$ cat config.mk
export PLATFORM = sky130hd
export DESIGN_NAME = gpio_seq_ctrl
export DESIGN_NICKNAME = d
export VERILOG_FILES = /design/src/rtl/gpio_seq_pkg.sv /design/src/rtl/gpio_seq_ctrl.sv
export SDC_FILE = /design/constraint.sdc
export NUM_CORES = 1
export LEC_CHECK = 0
export ABC_AREA = 1
export CORE_MARGIN = 2
export CORE_UTILIZATION = 35
export DETAILED_ROUTE_END_ITERATION = 16
export HOLD_SLACK_MARGIN = 0.02
export SYNTH_ARGS = -nofsm -noshare
export SYNTH_HDL_FRONTEND = slang
export SYNTH_SLANG_ARGS = --single-unit
$ cat constraint.sdc
create_clock -name wb_clk_i -period 10.6 [get_ports wb_clk_i]
set_input_delay 2.12 -clock wb_clk_i [delete_from_list [all_inputs] [get_ports wb_clk_i]]
set_output_delay 2.12 -clock wb_clk_i [all_outputs]
set_load 0.02 [all_outputs]
$ cat src/rtl/gpio_seq_pkg.sv
// rtl/gpio_seq_pkg.sv - shared types, register map and helpers for the GPIO pattern sequencer
package gpio_seq_pkg;

   typedef enum logic [1:0] {
      IDLE  = 2'd0,
      WRITE = 2'd1,
      HOLD  = 2'd2
   } seq_state_t;

   // Slave register word indices
   localparam int REG_CTRL       = 0;
   localparam int REG_STATUS     = 1;
   localparam int REG_DELAY      = 2;
   localparam int REG_TABLE_BASE = 4;

   // CTRL bit positions
   localparam int CTRL_EN       = 0;
   localparam int CTRL_LOOP     = 1;
   localparam int CTRL_IE       = 2;
   localparam int CTRL_LAST_LSB = 4;

   // STATUS bit positions
   localparam int STAT_BUSY    = 0;
   localparam int STAT_DONE    = 1;
   localparam int STAT_ERR     = 2;
   localparam int STAT_IDX_LSB = 4;

   // Merge a bus write into an existing word, one byte lane per select bit
   function automatic logic [31:0] byte_merge(input logic [31:0] old_v,
                                              input logic [31:0] new_v,
                                              input logic [3:0]  sel);
      logic [31:0] r;
      for (int b = 0; b < 4; b++) begin
         r[8*b +: 8] = sel[b] ? new_v[8*b +: 8] : old_v[8*b +: 8];
      end
      return r;
   endfunction

endpackage

$ cat src/rtl/gpio_seq_ctrl.sv
// rtl/gpio_seq_ctrl.sv - Wishbone-programmed pattern sequencer driving the GPIO output register
module gpio_seq_ctrl
   import gpio_seq_pkg::*;
#(
   parameter int         DEPTH   = 8,
   parameter logic [3:0] OUT_ADR = 4'h4,
   parameter int         aw      = 6
) (
   input  logic          wb_clk_i,
   input  logic          wb_rst_i,
   input  logic          wb_cyc_i,
   input  logic          wb_stb_i,
   input  logic          wb_we_i,
   input  logic [aw-1:0] wb_adr_i,
   input  logic [31:0]   wb_dat_i,
   input  logic [3:0]    wb_sel_i,
   output logic [31:0]   wb_dat_o,
   output logic          wb_ack_o,
   output logic          wb_err_o,
   output logic          irq_o,
   output logic          m_cyc_o,
   output logic          m_stb_o,
   output logic          m_we_o,
   output logic [3:0]    m_adr_o,
   output logic [3:0]    m_sel_o,
   output logic [31:0]   m_dat_o,
   input  logic          m_ack_i,
   input  logic          m_err_i
);

   localparam int IW  = $clog2(DEPTH);
   localparam int WIW = aw - 2;

   logic [WIW-1:0] word_idx;
   logic           wr_en;
   logic           ctrl_wr;
   logic           delay_wr;
   logic           tbl_hit;
   logic [IW-1:0]  tbl_sel;
   logic [31:0]    ctrl_rd;
   logic [31:0]    status_rd;
   logic [31:0]    ctrl_wval;
   logic [31:0]    delay_wval;

   logic           ctrl_en;
   logic           ctrl_loop;
   logic           ctrl_ie;
   logic [IW-1:0]  ctrl_last;
   logic [15:0]    delay_q;
   logic [31:0]    tbl [DEPTH];

   seq_state_t     state;
   logic [IW-1:0]  idx;
   logic [IW-1:0]  idx_nxt;
   logic           done_q;
   logic           err_q;
   logic [15:0]    cnt;

   logic           start;
   logic           hold_end;
   logic           final_step;
   logic           hw_clr_en;
   logic           unused_adr;

   assign word_idx   = wb_adr_i[aw-1:2];
   assign unused_adr = &{1'b0, wb_adr_i[1:0]};

   assign wb_ack_o = wb_cyc_i & wb_stb_i;
   assign wb_err_o = 1'b0;
   assign wr_en    = wb_ack_o & wb_we_i;

   assign tbl_hit  = (word_idx >= WIW'(REG_TABLE_BASE)) &&
                     (word_idx <  WIW'(REG_TABLE_BASE + DEPTH));
   assign tbl_sel  = IW'(word_idx - WIW'(REG_TABLE_BASE));
   assign ctrl_wr  = wr_en & (word_idx == WIW'(REG_CTRL));
   assign delay_wr = wr_en & (word_idx == WIW'(REG_DELAY));

   assign ctrl_wval  = byte_merge(ctrl_rd, wb_dat_i, wb_sel_i);
   assign delay_wval = byte_merge({16'h0000, delay_q}, wb_dat_i, wb_sel_i);

   // A restart only happens from IDLE; EN=1 writes while busy just update the fields
   assign start      = ctrl_wr & ctrl_wval[CTRL_EN] & (state == IDLE);
   assign idx_nxt    = idx + IW'(1);
   assign hold_end   = (state == HOLD) & ctrl_en & (cnt == 16'd0);
   assign final_step = (idx == ctrl_last) & ~ctrl_loop;
   assign hw_clr_en  = ((state == WRITE) & m_err_i) | (hold_end & final_step);

   assign irq_o   = ctrl_ie & (done_q | err_q);
   assign m_we_o  = 1'b1;
   assign m_adr_o = OUT_ADR;
   assign m_sel_o = 4'hF;

   // Assemble CTRL and STATUS read images from the stored fields
   always_comb begin
      ctrl_rd                           = '0;
      ctrl_rd[CTRL_EN]                  = ctrl_en;
      ctrl_rd[CTRL_LOOP]                = ctrl_loop;
      ctrl_rd[CTRL_IE]                  = ctrl_ie;
      ctrl_rd[CTRL_LAST_LSB +: IW]      = ctrl_last;
      status_rd                         = '0;
      status_rd[STAT_BUSY]              = (state != IDLE);
      status_rd[STAT_DONE]              = done_q;
      status_rd[STAT_ERR]               = err_q;
      status_rd[STAT_IDX_LSB +: IW]     = idx;
   end

   // Slave read mux; reserved and unmapped words read as zero
   always_comb begin
      wb_dat_o = '0;
      if (tbl_hit) begin
         wb_dat_o = tbl[tbl_sel];
      end else begin
         case (word_idx)
            WIW'(REG_CTRL):   wb_dat_o = ctrl_rd;
            WIW'(REG_STATUS): wb_dat_o = status_rd;
            WIW'(REG_DELAY):  wb_dat_o = {16'h0000, delay_q};
            default:          wb_dat_o = '0;
         endcase
      end
   end

   // Software-visible registers; a software CTRL write beats a same-cycle hardware EN clear
   always_ff @(posedge wb_clk_i or posedge wb_rst_i) begin
      if (wb_rst_i) begin
         ctrl_en   <= 1'b0;
         ctrl_loop <= 1'b0;
         ctrl_ie   <= 1'b0;
         ctrl_last <= '0;
         delay_q   <= '0;
         for (int i = 0; i < DEPTH; i++) begin
            tbl[i] <= '0;
         end
      end else begin
         if (ctrl_wr) begin
            ctrl_en   <= ctrl_wval[CTRL_EN];
            ctrl_loop <= ctrl_wval[CTRL_LOOP];
            ctrl_ie   <= ctrl_wval[CTRL_IE];
            ctrl_last <= ctrl_wval[CTRL_LAST_LSB +: IW];
         end else if (hw_clr_en) begin
            ctrl_en <= 1'b0;
         end
         if (delay_wr) begin
            delay_q <= delay_wval[15:0];
         end
         if (wr_en & tbl_hit) begin
            tbl[tbl_sel] <= byte_merge(tbl[tbl_sel], wb_dat_i, wb_sel_i);
         end
      end
   end

   // Sequencer: issue one master write per entry, then wait DELAY+1 cycles before the next
   always_ff @(posedge wb_clk_i or posedge wb_rst_i) begin
      if (wb_rst_i) begin
         state   <= IDLE;
         idx     <= '0;
         done_q  <= 1'b0;
         err_q   <= 1'b0;
         cnt     <= '0;
         m_cyc_o <= 1'b0;
         m_stb_o <= 1'b0;
         m_dat_o <= '0;
      end else begin
         case (state)
            IDLE: begin
               if (start) begin
                  idx     <= '0;
                  done_q  <= 1'b0;
                  err_q   <= 1'b0;
                  m_dat_o <= tbl[0];
                  m_cyc_o <= 1'b1;
                  m_stb_o <= 1'b1;
                  state   <= WRITE;
               end
            end
            WRITE: begin
               if (m_err_i) begin
                  err_q   <= 1'b1;
                  m_cyc_o <= 1'b0;
                  m_stb_o <= 1'b0;
                  state   <= IDLE;
               end else if (m_ack_i) begin
                  m_cyc_o <= 1'b0;
                  m_stb_o <= 1'b0;
                  cnt     <= delay_q;
                  state   <= ctrl_en ? HOLD : IDLE;
               end
            end
            HOLD: begin
               if (!ctrl_en) begin
                  state <= IDLE;
               end else if (cnt != 16'd0) begin
                  cnt <= cnt - 16'd1;
               end else if (idx != ctrl_last) begin
                  idx     <= idx_nxt;
                  m_dat_o <= tbl[idx_nxt];
                  m_cyc_o <= 1'b1;
                  m_stb_o <= 1'b1;
                  state   <= WRITE;
               end else if (ctrl_loop) begin
                  idx     <= '0;
                  m_dat_o <= tbl[0];
                  m_cyc_o <= 1'b1;
                  m_stb_o <= 1'b1;
                  state   <= WRITE;
               end else begin
                  done_q <= 1'b1;
                  state  <= IDLE;
               end
            end
            default: begin
               state   <= IDLE;
               m_cyc_o <= 1'b0;
               m_stb_o <= 1'b0;
            end
         endcase
      end
   end

endmodule
==> impl_metrics.toml <==
[synth]
synthesis.area_um2 = 19400
async_flop_share_pct = 100
yosysWarnings = 0
synthCells = 2845
synth_edf_count = 0
synth_area_per_cell_um2 = 6.82
synth_seq_cells = 334
synth_flop_cell = "dfrtp_1"
synthDistinctLibCells = 39
ys_seq_area_share_pct = 43.1

[hold_path]
min_path_cells = 2
min_from = "tbl[114]$_DFFE_PP0P_"
min_delay_worst_endpoint = "tbl[114]$_DFFE_PP0P_"
hold_class = "reg2reg"

[sta]
worstMarginPinSlew_ns = 1.12
period_share_pct = 70.5
drv_slew = 0
rsz0062_at_grt = "false"
relSlewSlack_pct = 25.1
clock_skew_ns = 0.0274
finalCriticalPeriod_ns = 7.48
setup_viol = 0
setup_tns_ns = 0
holdWs_ns = 0.476
final_hold_viol_count = 0
finalWorstSetupSlack_ns = 3.12
fmax_ghz = 0.134

[clock_network]
cts_root_buf = "clkbuf_16"
cts_sinks = 334
cts_tree = "yes"
cts_hold_buf = 0
clockBufferDepth = 3
htreeDepth = 2
cts_resized = 0
numCtsBuffers = 41
cts_setup_buffers = 0
clk_latency_ns = 0.59
clkTransAtPathRegs_ns = 0.06

[floorplan]
dieArea_um2 = 57300
fp.dieH_um = 239
die-width_um = 239
initial_core_util_pct = 35.3
row_count = 86
core_area_um2 = 55000
io_pins = 127

[setup_path]
crit_family = "buffers and inverters"
crit_path_max_incr_delay_ns = 0.76
criticalPathCategory = "in2out"
cpMaxStageDelayCell = "inv_2"
r2r-end = "m_dat_o[31]$_DFFE_PP0P_"
timing.rr.start = "idx[0]$_DFFE_PP0P_"
setup.worst_path.end_class = "primary output"
r2r_slack_ns = 6.45
cp-start-kind = "primary input"
crit_arrival_ns = 5.36
rr_worst_depth = 11
required_ns = 8.48
worst-path-buf-inv = 4
path_cells = "clkdlybuf4s50_1 > inv_2 > ha_1 > inv_2 > o21ai_0 > o21ai_0 > clkdlybuf4s50_1"
cp_max_fo = 41

[placement]
port_buffers = 114
gp_congestion = 0.876
dp_slack_ns = 3.15
hpwl_um = 39700
place_area_um2 = 20800
dp.cells = 3541

[routing]
ant_nets = 0
drt_first_iter_violations = 2619
finalWirelength_um = 74500
avgRoutedWirePerCell_um = 20.6
detail_route.vias_per_cell = 5.57
route.vias.total = 20129
first_pass_iters = 6
drc = 0

[power]
powerDensity_nw_per_um2 = 186
total_power_mw = 4.12
p_leak_nw = 10.8
ir_drop_uv = 126

[global_route]
antenna_found_initial = 0
grt_max_degree = 128
grt_pass1_wl_um = 113000
track_usage_pct = 25.8
grt_pass1_vias = 19417
grt_remaining_overflow = 0

[finish]
n_antenna_cell = 0
layout.cells.non_filler = 3613
postLayoutCoreUtil_pct = 40.2
drive_gt1_share_pct = 5.51
fin_nets = 2888
filler_cell_count = 5578
final_area_um2 = 22100
area_delta_synth_final_pct = 14.0

[run_status]
outcome = "completed"

[flow_run]
drv_cap = 0
[worst reg2reg max path: stages, from the launching register on]
cell and delay [ns]:
dfrtp_4 0.65, buf_4 0.58, ha_2 0.71, clkinv_2 0.68
buf_4 0.56, nor2_1 0.20, o21ai_0 0.09, nand3_1 0.11
nand3_1 0.10, nand2_1 0.12, nand2_1 0.16, nand2_1 0.12
[cell usage in the layout (no fill, tap or decap), types with 3 or more instances in the layout]
master and instances:
o21ai_1 20, or2_2 18, nand3_1 443, clkbuf_8 6, nand2_2 15, a21oi_1 38
nand4_1 66, buf_4 25, dfrtp_1 333, clkbuf_1 15, o211ai_1 36, nand2_1 1175
o22ai_1 4, o21ai_0 147, nor2_4 10, clkdlybuf4s50_1 112, inv_2 17, nand3b_1 3
clkbuf_16 42, inv_1 90, conb_1 10, nor2_1 204, clkinv_2 4
[synth_stat cells (2+ instances only)]
| cell | count | area, µm² |
|---|---|---|
| nor2_4 | 2 | 22.5 |
| nand3_1 | 443 | 2220 |
| dfrtp_1 | 334 | 8360 |
| o211ai_1 | 36 | 270 |
| clkbuf_1 | 73 | 274 |
| nor2_2 | 9 | 56.3 |
| a31oi_1 | 2 | 12.5 |
| nor2_8 | 2 | 40.0 |
| buf_1 | 32 | 120 |
| nand3b_1 | 3 | 22.5 |
| inv_2 | 15 | 56.3 |
| o21ai_0 | 147 | 736 |
| nand4_1 | 66 | 413 |
| nor2_1 | 204 | 766 |
| conb_1 | 2 | 7.51 |
| buf_6 | 8 | 90.1 |
| o22ai_1 | 4 | 25.0 |
| buf_4 | 13 | 97.6 |
| buf_2 | 73 | 365 |
| nand2_2 | 15 | 93.8 |
| o21ai_1 | 20 | 100 |
| a21oi_1 | 38 | 190 |
| nand2_1 | 1175 | 4410 |
| xor2_1 | 2 | 17.5 |
| or2_2 | 18 | 113 |
| inv_1 | 94 | 353 |
| ha_1 | 3 | 37.5 |
[final cells by class]
type / instances / area, µm² / share of cell area [%]
clock buffer: 63 / 1190 / 5.38
timing repair buffer: 139 / 1330 / 6.03
inverter: 110 / 420 / 1.90
clock inverter: 9 / 106 / 0.481
multi-input combinational: 2210 / 9770 / 44.2
tap: 748 / 936 / 4.23
sequential: 334 / 8360 / 37.8
[registers in the layout, summed over array words and instances (netlist names), 2 cells and up]
register / flops
idx: 3
ctrl_last: 3
m_dat_o: 32
tbl: 256
cnt: 16
state: 2
delay_q: 16
[cell families after synthesis]
family	count (synthesis)	synth area share [%]
and+or+nand+nor	1942	42.4
AOI/OAI and AO/OA	250	7.04
other	2	0.0387
muxes	1	0.0580
xor gates and xnor gates	4	0.219
DFF	334	43.1
buffers and inverters	309	7.02
adders and majority gates	3	0.193
[where the power goes]
part,internal (mW),switching (mW)
clock,0.801,0.580
combinational,0.372,0.720
sequential,1.48,0.165
total,2.66,1.47
[per-layer routing]
layer / vias to the layer above / share of wire [%] / GRT usage (%)
met5: - / 0 / 0
met4: 0 / 4.5 / 12.4
met3: 251 / 10 / 4.98
met2: 1166 / 46 / 41.9
met1: 9531 / 40 / 33.2
li1: 9181 / - / -
[worst max path at each step]
stage	from	to	slack, ns	cells past startpoint
2_1_floorplan	wb_rst_i	cnt[0]$_DFFE_PP0P_	4.02	1
3_3_place_gp	wb_adr_i[4]	wb_dat_o[6]	3.17	7
3_5_place_dp	wb_adr_i[4]	wb_dat_o[6]	3.15	7
4_1_cts	wb_adr_i[4]	wb_dat_o[6]	3.13	7
5_1_grt	wb_adr_i[4]	wb_dat_o[6]	2.95	7
6_report	wb_adr_i[4]	wb_dat_o[6]	3.12	7
Note: power is estimated with default switching activity, not from simulation.
